<file path="config.mk">
export PLATFORM = sky130hd
export DESIGN_NAME = logic_unit_arbiter
export DESIGN_NICKNAME = d
export VERILOG_FILES = /design/src/rtl/logic_unit_arbiter.sv
export SDC_FILE = /design/constraint.sdc
export NUM_CORES = 1
export LEC_CHECK = 0
export BUFFER_PORTS_ARGS = -buffer_cell sky130_fd_sc_hd__buf_2
export CAP_MARGIN = 20
export CORE_ASPECT_RATIO = 2
export CORE_MARGIN = 10
export CORE_UTILIZATION = 40
export CTS_BUF_LIST = sky130_fd_sc_hd__clkbuf_4
export DETAILED_ROUTE_END_ITERATION = 8
export GPL_TIMING_DRIVEN = 0
export HOLD_SLACK_MARGIN = 0.1
export PLACE_DENSITY = 0.74
export SETUP_SLACK_MARGIN = 0.2
export SYNTH_ARGS = -nofsm -noshare
export SYNTH_HDL_FRONTEND = slang
export SYNTH_SLANG_ARGS = --single-unit
</file>
<file path="constraint.sdc">
create_clock -name clk -period 3 [get_ports clk]
set_input_delay 0.3 -clock clk [delete_from_list [all_inputs] [get_ports clk]]
set_output_delay 0.3 -clock clk [all_outputs]
set_load 0.02 [all_outputs]
</file>
<file path="src/rtl/logic_unit_arbiter.sv">
// Round-robin arbiter in front of a shared bitwise logic unit.
// One op is accepted per cycle; the result is held until the consumer takes it.
module logic_unit_arbiter #(
  parameter int NUM_REQ = 4,
  parameter int WIDTH   = 32
) (
  input  logic                     clk,
  input  logic                     rst_n,
  input  logic [NUM_REQ-1:0]       req_valid,
  input  logic [2*NUM_REQ-1:0]     req_op,
  input  logic [WIDTH*NUM_REQ-1:0] req_a,
  input  logic [WIDTH*NUM_REQ-1:0] req_b,
  output logic [NUM_REQ-1:0]       req_ready,
  output logic                     resp_valid,
  input  logic                     resp_ready,
  output logic [WIDTH-1:0]         resp_data,
  output logic [1:0]               resp_id,
  output logic [15:0]              grant_count
);

  typedef enum logic {IDLE, HOLD} state_t;

  state_t           state_q;
  logic             resp_valid_q;
  logic [WIDTH-1:0] resp_data_q;
  logic [1:0]       resp_id_q;
  logic [1:0]       rr_ptr_q;
  logic [15:0]      grant_count_q;

  logic             can_accept;
  logic             win_found;
  logic [1:0]       win_idx;
  logic             accept;
  logic [1:0]       op_sel;
  logic [WIDTH-1:0] a_sel;
  logic [WIDTH-1:0] b_sel;
  logic [WIDTH-1:0] result_d;
  logic [15:0]      grant_count_d;

  function automatic logic [WIDTH-1:0] lu_op(input logic [1:0] op,
                                             input logic [WIDTH-1:0] a,
                                             input logic [WIDTH-1:0] b);
    case (op)
      2'b00:   lu_op = a & b;
      2'b01:   lu_op = a | b;
      2'b10:   lu_op = a ^ b;
      default: lu_op = a & ~b;
    endcase
  endfunction

  // Accepting is allowed while empty, or while the held result is drained this cycle.
  assign can_accept = rst_n & ((state_q == IDLE) | resp_ready);

  always_comb begin
    logic [1:0] cand;
    cand      = '0;
    win_found = 1'b0;
    win_idx   = rr_ptr_q;
    for (int k = 0; k < NUM_REQ; k++) begin
      cand = rr_ptr_q + 2'(k);
      if (!win_found && req_valid[cand]) begin
        win_found = 1'b1;
        win_idx   = cand;
      end
    end
  end

  assign accept = can_accept & win_found;

  always_comb begin
    req_ready = '0;
    if (accept) req_ready[win_idx] = 1'b1;
  end

  assign op_sel        = req_op[{win_idx, 1'b0} +: 2];
  assign a_sel         = req_a[WIDTH*win_idx +: WIDTH];
  assign b_sel         = req_b[WIDTH*win_idx +: WIDTH];
  assign result_d      = lu_op(op_sel, a_sel, b_sel);
  assign grant_count_d = (grant_count_q == 16'hFFFF) ? grant_count_q : grant_count_q + 16'd1;

  always_ff @(posedge clk) begin
    if (!rst_n) begin
      state_q       <= IDLE;
      resp_valid_q  <= 1'b0;
      resp_data_q   <= '0;
      resp_id_q     <= '0;
      rr_ptr_q      <= '0;
      grant_count_q <= '0;
    end else if (accept) begin
      state_q       <= HOLD;
      resp_valid_q  <= 1'b1;
      resp_data_q   <= result_d;
      resp_id_q     <= win_idx;
      rr_ptr_q      <= win_idx + 2'd1;
      grant_count_q <= grant_count_d;
    end else if (state_q == HOLD && resp_ready) begin
      state_q      <= IDLE;
      resp_valid_q <= 1'b0;
    end
  end

  assign resp_valid  = resp_valid_q;
  assign resp_data   = resp_data_q;
  assign resp_id     = resp_id_q;
  assign grant_count = grant_count_q;

endmodule

</file>
==> run_summary.xml <==
<?xml version="1.0" encoding="UTF-8"?>
<metrics>
  <group name="min_path">
    <metric name="hold_path_startpoint" unit="">req_a[5]</metric>
    <metric name="worstHoldPathCells" unit="">4</metric>
    <metric name="min_path_type" unit="">primary input to register</metric>
    <metric name="worst_hold_path.endpoint" unit="">resp_data[5]</metric>
  </group>
  <group name="sta">
    <metric name="rsz_0062_raised_after_global_routing" unit="">yes</metric>
    <metric name="smallest_setup_slack_after_layout" unit="ns">-0.0545</metric>
    <metric name="tns" unit="ns">-0.183</metric>
    <metric name="finalCriticalPeriod" unit="ns">3.05</metric>
    <metric name="worst_slew_margin_rel" unit="%">45.3</metric>
    <metric name="hold_ws" unit="ns">0.291</metric>
    <metric name="fin_crit_sh" unit="%">102</metric>
    <metric name="max_clock_freq" unit="MHz">327</metric>
    <metric name="fin_worst_skew" unit="ns">0.00294</metric>
    <metric name="worst-slew-pin-transition" unit="ns">0.820</metric>
    <metric name="setup-violations-final" unit="">12</metric>
    <metric name="final-max-slew-violation-count" unit="">0</metric>
    <metric name="timing_hold_violations_final" unit="">0</metric>
  </group>
  <group name="setup_path">
    <metric name="regToRegSetupSlack" unit="ns">-0.05</metric>
    <metric name="critical_path.reg2reg.endpoint" unit="">resp_data[21]</metric>
    <metric name="required" unit="ns">3.34</metric>
    <metric name="cp_slowest_stage_delay" unit="ns">0.40</metric>
    <metric name="worstReg2RegStart" unit="">rr_ptr_q[0]</metric>
    <metric name="worstPathCellList" unit="">a211o_1, and3_4, buf_6, buf_8, buf_8, nand2_4, a21oi_4, nor2_2, ha_1, buf_6, nand2b_4, buf_12, buf_16, a221o_1, o31ai_2</metric>
    <metric name="worstSetupEndpointType" unit="">register</metric>
    <metric name="timing.setup.critical_path_class" unit="">register to register</metric>
    <metric name="worstSetupStartpointType" unit="">register</metric>
    <metric name="cell_with_the_biggest_individual_delay_on_the_critical_path" unit="">sky130_fd_sc_hd__dfxtp_4</metric>
    <metric name="critPathBufInv" unit="">6</metric>
    <metric name="r2r.worst_path.cells" unit="">15</metric>
    <metric name="critical_path_arrival" unit="ns">3.39</metric>
    <metric name="timing.critical_path.max_delay_family" unit="">compound AO/OA/AOI/OAI gates</metric>
    <metric name="timing.critical_path.fanout_max" unit="">6</metric>
  </group>
  <group name="die">
    <metric name="floorplan.die_area" unit="mm²">0.0223</metric>
    <metric name="floorplan.die.height" unit="µm">202</metric>
    <metric name="core_area" unit="mm²">0.0163</metric>
    <metric name="dieWidth" unit="µm">111</metric>
    <metric name="core.rowCount" unit="">66</metric>
    <metric name="pin_count" unit="">326</metric>
    <metric name="effective_utilization_at_floorplan" unit="%">40.5</metric>
  </group>
  <group name="yosys">
    <metric name="postSynth.asyncResetShare" unit="%">0</metric>
    <metric name="postSynthNetCount" unit="">1216</metric>
    <metric name="ys_dominant_reg_cell" unit="">sky130_fd_sc_hd__dfxtp_1</metric>
    <metric name="avgSynthCellArea" unit="µm²">7.28</metric>
    <metric name="ys_types" unit="">45</metric>
    <metric name="synth_enable_flop_cells" unit="">0</metric>
    <metric name="post_synthesis_cell_area" unit="mm²">0.00659</metric>
    <metric name="synth_seq_area_share" unit="%">16.1</metric>
    <metric name="share_of_the_synthesized_area_in_the_top_cell_type" unit="%">16.1</metric>
    <metric name="post_synth_main_area_contributors" unit="">sky130_fd_sc_hd__dfxtp_1 (16%), sky130_fd_sc_hd__ha_1 (7.6%), sky130_fd_sc_hd__o211ai_1 (7.4%)</metric>
    <metric name="post-synth-top-area-cell" unit="">sky130_fd_sc_hd__dfxtp_1</metric>
    <metric name="synthMostInstantiatedCell" unit="">sky130_fd_sc_hd__nand2_1</metric>
    <metric name="yosysWarningCount" unit="">0</metric>
    <metric name="netlist_instances" unit="">905</metric>
    <metric name="number_of_synthesized_register_bits" unit="">53</metric>
    <metric name="top_cells_by_instance_count_after_synthesis" unit="">sky130_fd_sc_hd__nand2_1 (112), sky130_fd_sc_hd__nand4_1 (68), sky130_fd_sc_hd__inv_1 (65), sky130_fd_sc_hd__o211ai_1 (65), sky130_fd_sc_hd__clkbuf_1 (58)</metric>
  </group>
  <group name="grt">
    <metric name="grt-ovfl-total" unit="">0</metric>
    <metric name="first_global_vias" unit="">9465</metric>
    <metric name="total_track_usage" unit="%">31.0</metric>
    <metric name="grt_pass1_wl" unit="mm">54.2</metric>
    <metric name="grt_antenna_before_repair" unit="">3</metric>
    <metric name="maximum_number_of_pins_on_one_net_before_global_route_repair" unit="">16</metric>
  </group>
  <group name="place">
    <metric name="placement.cell_area" unit="mm²">0.00847</metric>
    <metric name="place_worst_setup_slack" unit="ns">-0.781</metric>
    <metric name="dp_hpwl" unit="mm">29.2</metric>
    <metric name="port_buffers" unit="">324</metric>
    <metric name="placed_instance_count" unit="">1433</metric>
    <metric name="finalWeightedCongestion" unit="">0.978</metric>
  </group>
  <group name="job">
    <metric name="timing.max_cap.violations" unit="">0</metric>
  </group>
  <group name="clock_tree">
    <metric name="ctsHtreeMaxLevel" unit="">2</metric>
    <metric name="tritoncts" unit="">built</metric>
    <metric name="clk_lat_worst_skew" unit="ns">0.40</metric>
    <metric name="cts_num_sinks" unit="">53</metric>
    <metric name="library_cell_used_as_clock_root_buffer" unit="">sky130_fd_sc_hd__clkbuf_4</metric>
    <metric name="clock_tree.buffer_depth" unit="">2</metric>
    <metric name="clkTransAtPathRegs" unit="ns">0.17</metric>
    <metric name="numCtsBuffers" unit="">5</metric>
    <metric name="hold_buffers" unit="">0</metric>
  </group>
  <group name="cells_and_area">
    <metric name="final_core_util" unit="%">56.4</metric>
    <metric name="layoutNonFillerInstCount" unit="">1469</metric>
    <metric name="drive_gt1_share" unit="%">35.7</metric>
    <metric name="areaGrowthSynthToFinish" unit="%">39.3</metric>
    <metric name="design_area" unit="mm²">0.00918</metric>
    <metric name="final_net_count" unit="">1570</metric>
  </group>
  <group name="run_status">
    <metric name="status" unit="">finished, violations left</metric>
    <metric name="failed_checks" unit="">setup timing</metric>
  </group>
  <group name="detailed_routing">
    <metric name="antenna_violating_nets_post_route" unit="">0</metric>
    <metric name="first_pass_drt_iterations" unit="">7</metric>
    <metric name="routed_wl" unit="mm">37.2</metric>
    <metric name="detail_route.vias_per_cell" unit="">6.18</metric>
    <metric name="num_vias" unit="">9072</metric>
    <metric name="route.detailed.drc" unit="">0</metric>
    <metric name="initialDrtViolationCount" unit="">729</metric>
    <metric name="drt-wirelength-per-cell" unit="µm">25.3</metric>
  </group>
  <group name="power">
    <metric name="max-vdd-ir-drop" unit="mV">0.402</metric>
    <metric name="design_power_total" unit="mW">6.78</metric>
    <metric name="power_per_cell_area" unit="mW/mm²">739</metric>
    <metric name="power.leakage" unit="nW">4.82</metric>
  </group>
</metrics>
## worst max-delay path by stage
| stage | start | end | depth (start not counted) |
|---|---|---|---|
| finish | rr_ptr_q[0] | resp_data[21] | 15 |
| global route | rr_ptr_q[0] | resp_data[15] | 16 |
| CTS | rr_ptr_q[0] | resp_data[25] | 16 |
| detailed placement | req_valid[0] | resp_data[29] | 15 |
| global placement | req_valid[0] | resp_data[29] | 15 |
| floorplan | req_valid[0] | resp_data[26] | 15 |
## power by group
| group | internal [mW] | total, mW | switching, mW |
|---|---|---|---|
| sequential | 0.949 | 1.08 | 0.128 |
| clock | 0.183 | 0.451 | 0.268 |
| combinational | 2.04 | 5.25 | 3.21 |
## cells in the final DEF (no fill, tap or decap), types with 15 or more instances in the layout
cell type and count:
sky130_fd_sc_hd__dfxtp_1 51, sky130_fd_sc_hd__and3_1 37, sky130_fd_sc_hd__inv_1 65, sky130_fd_sc_hd__o211ai_1 65
sky130_fd_sc_hd__clkbuf_2 25, sky130_fd_sc_hd__and3b_1 33, sky130_fd_sc_hd__o31ai_1 28, sky130_fd_sc_hd__o21ai_0 33
sky130_fd_sc_hd__a31oi_1 32, sky130_fd_sc_hd__and2_1 15, sky130_fd_sc_hd__a22o_1 32, sky130_fd_sc_hd__ha_1 40
sky130_fd_sc_hd__a21boi_0 33, sky130_fd_sc_hd__buf_4 22, sky130_fd_sc_hd__buf_2 335, sky130_fd_sc_hd__a21oi_1 32
sky130_fd_sc_hd__nand4_1 68, sky130_fd_sc_hd__a221o_1 32, sky130_fd_sc_hd__mux2i_1 34, sky130_fd_sc_hd__nand2_1 106
sky130_fd_sc_hd__clkbuf_1 27
## metal layers
metal	up-vias	global-route usage (%)	wire length, µm
li1	4129	-	-
met1	4172	29.6	12300
met2	574	54.0	18600
met3	197	6.17	2630
met4	0	28.9	3630
met5	-	0	0
## worst min-delay path: stages
cell,delay [ns]
sky130_fd_sc_hd__buf_2,0.10
sky130_fd_sc_hd__nand2_1,0.06
sky130_fd_sc_hd__a221o_1,0.14
sky130_fd_sc_hd__o31ai_1,0.06
## logic make-up (layout without fill, tap and decap cells)
| group | after synthesis | in the layout | synth area share, % |
|---|---|---|---|
| AOI/OAI and AO/OA | 305 | 305 | 33.2 |
| and+or+nand+nor | 302 | 302 | 25.7 |
| buffers and inverters | 159 | 514 | 10.7 |
| DFF | 53 | 53 | 16.1 |
| adders and majority gates | 40 | 40 | 7.59 |
| muxes | 35 | 35 | 5.32 |
| xor gates and xnor gates | 11 | 11 | 1.46 |
| other | 0 | 5 | 0 |
## timing repair
action / 4_1_cts / 5_1_grt
cloned: 2 / 0
gates resized for setup: 82 / 59
setup endpoints to repair: 36 / 36
pin swaps: 33 / 23
buffers inserted: 16 / 7
## registers in the layout, summed over array words and instances, names as in the netlist
register and flops:
resp_valid 1, resp_id 2, grant_count 16, resp_data 32
rr_ptr_q 2
## layout make-up
type                            count  area, µm²
Sequential cell                    53       1070
Clock buffer                        6       45.0
Antenna cell                        5       12.5
Buffer                             90        638
Tap cell                          204        255
Multi-Input combinational cell    693       4980
Inverter                           67        264
Timing Repair Buffer              349       1880
Clock inverter                      2       33.8
Fill cell                        1596       7090
Note: power is estimated with default switching activity, not from simulation.
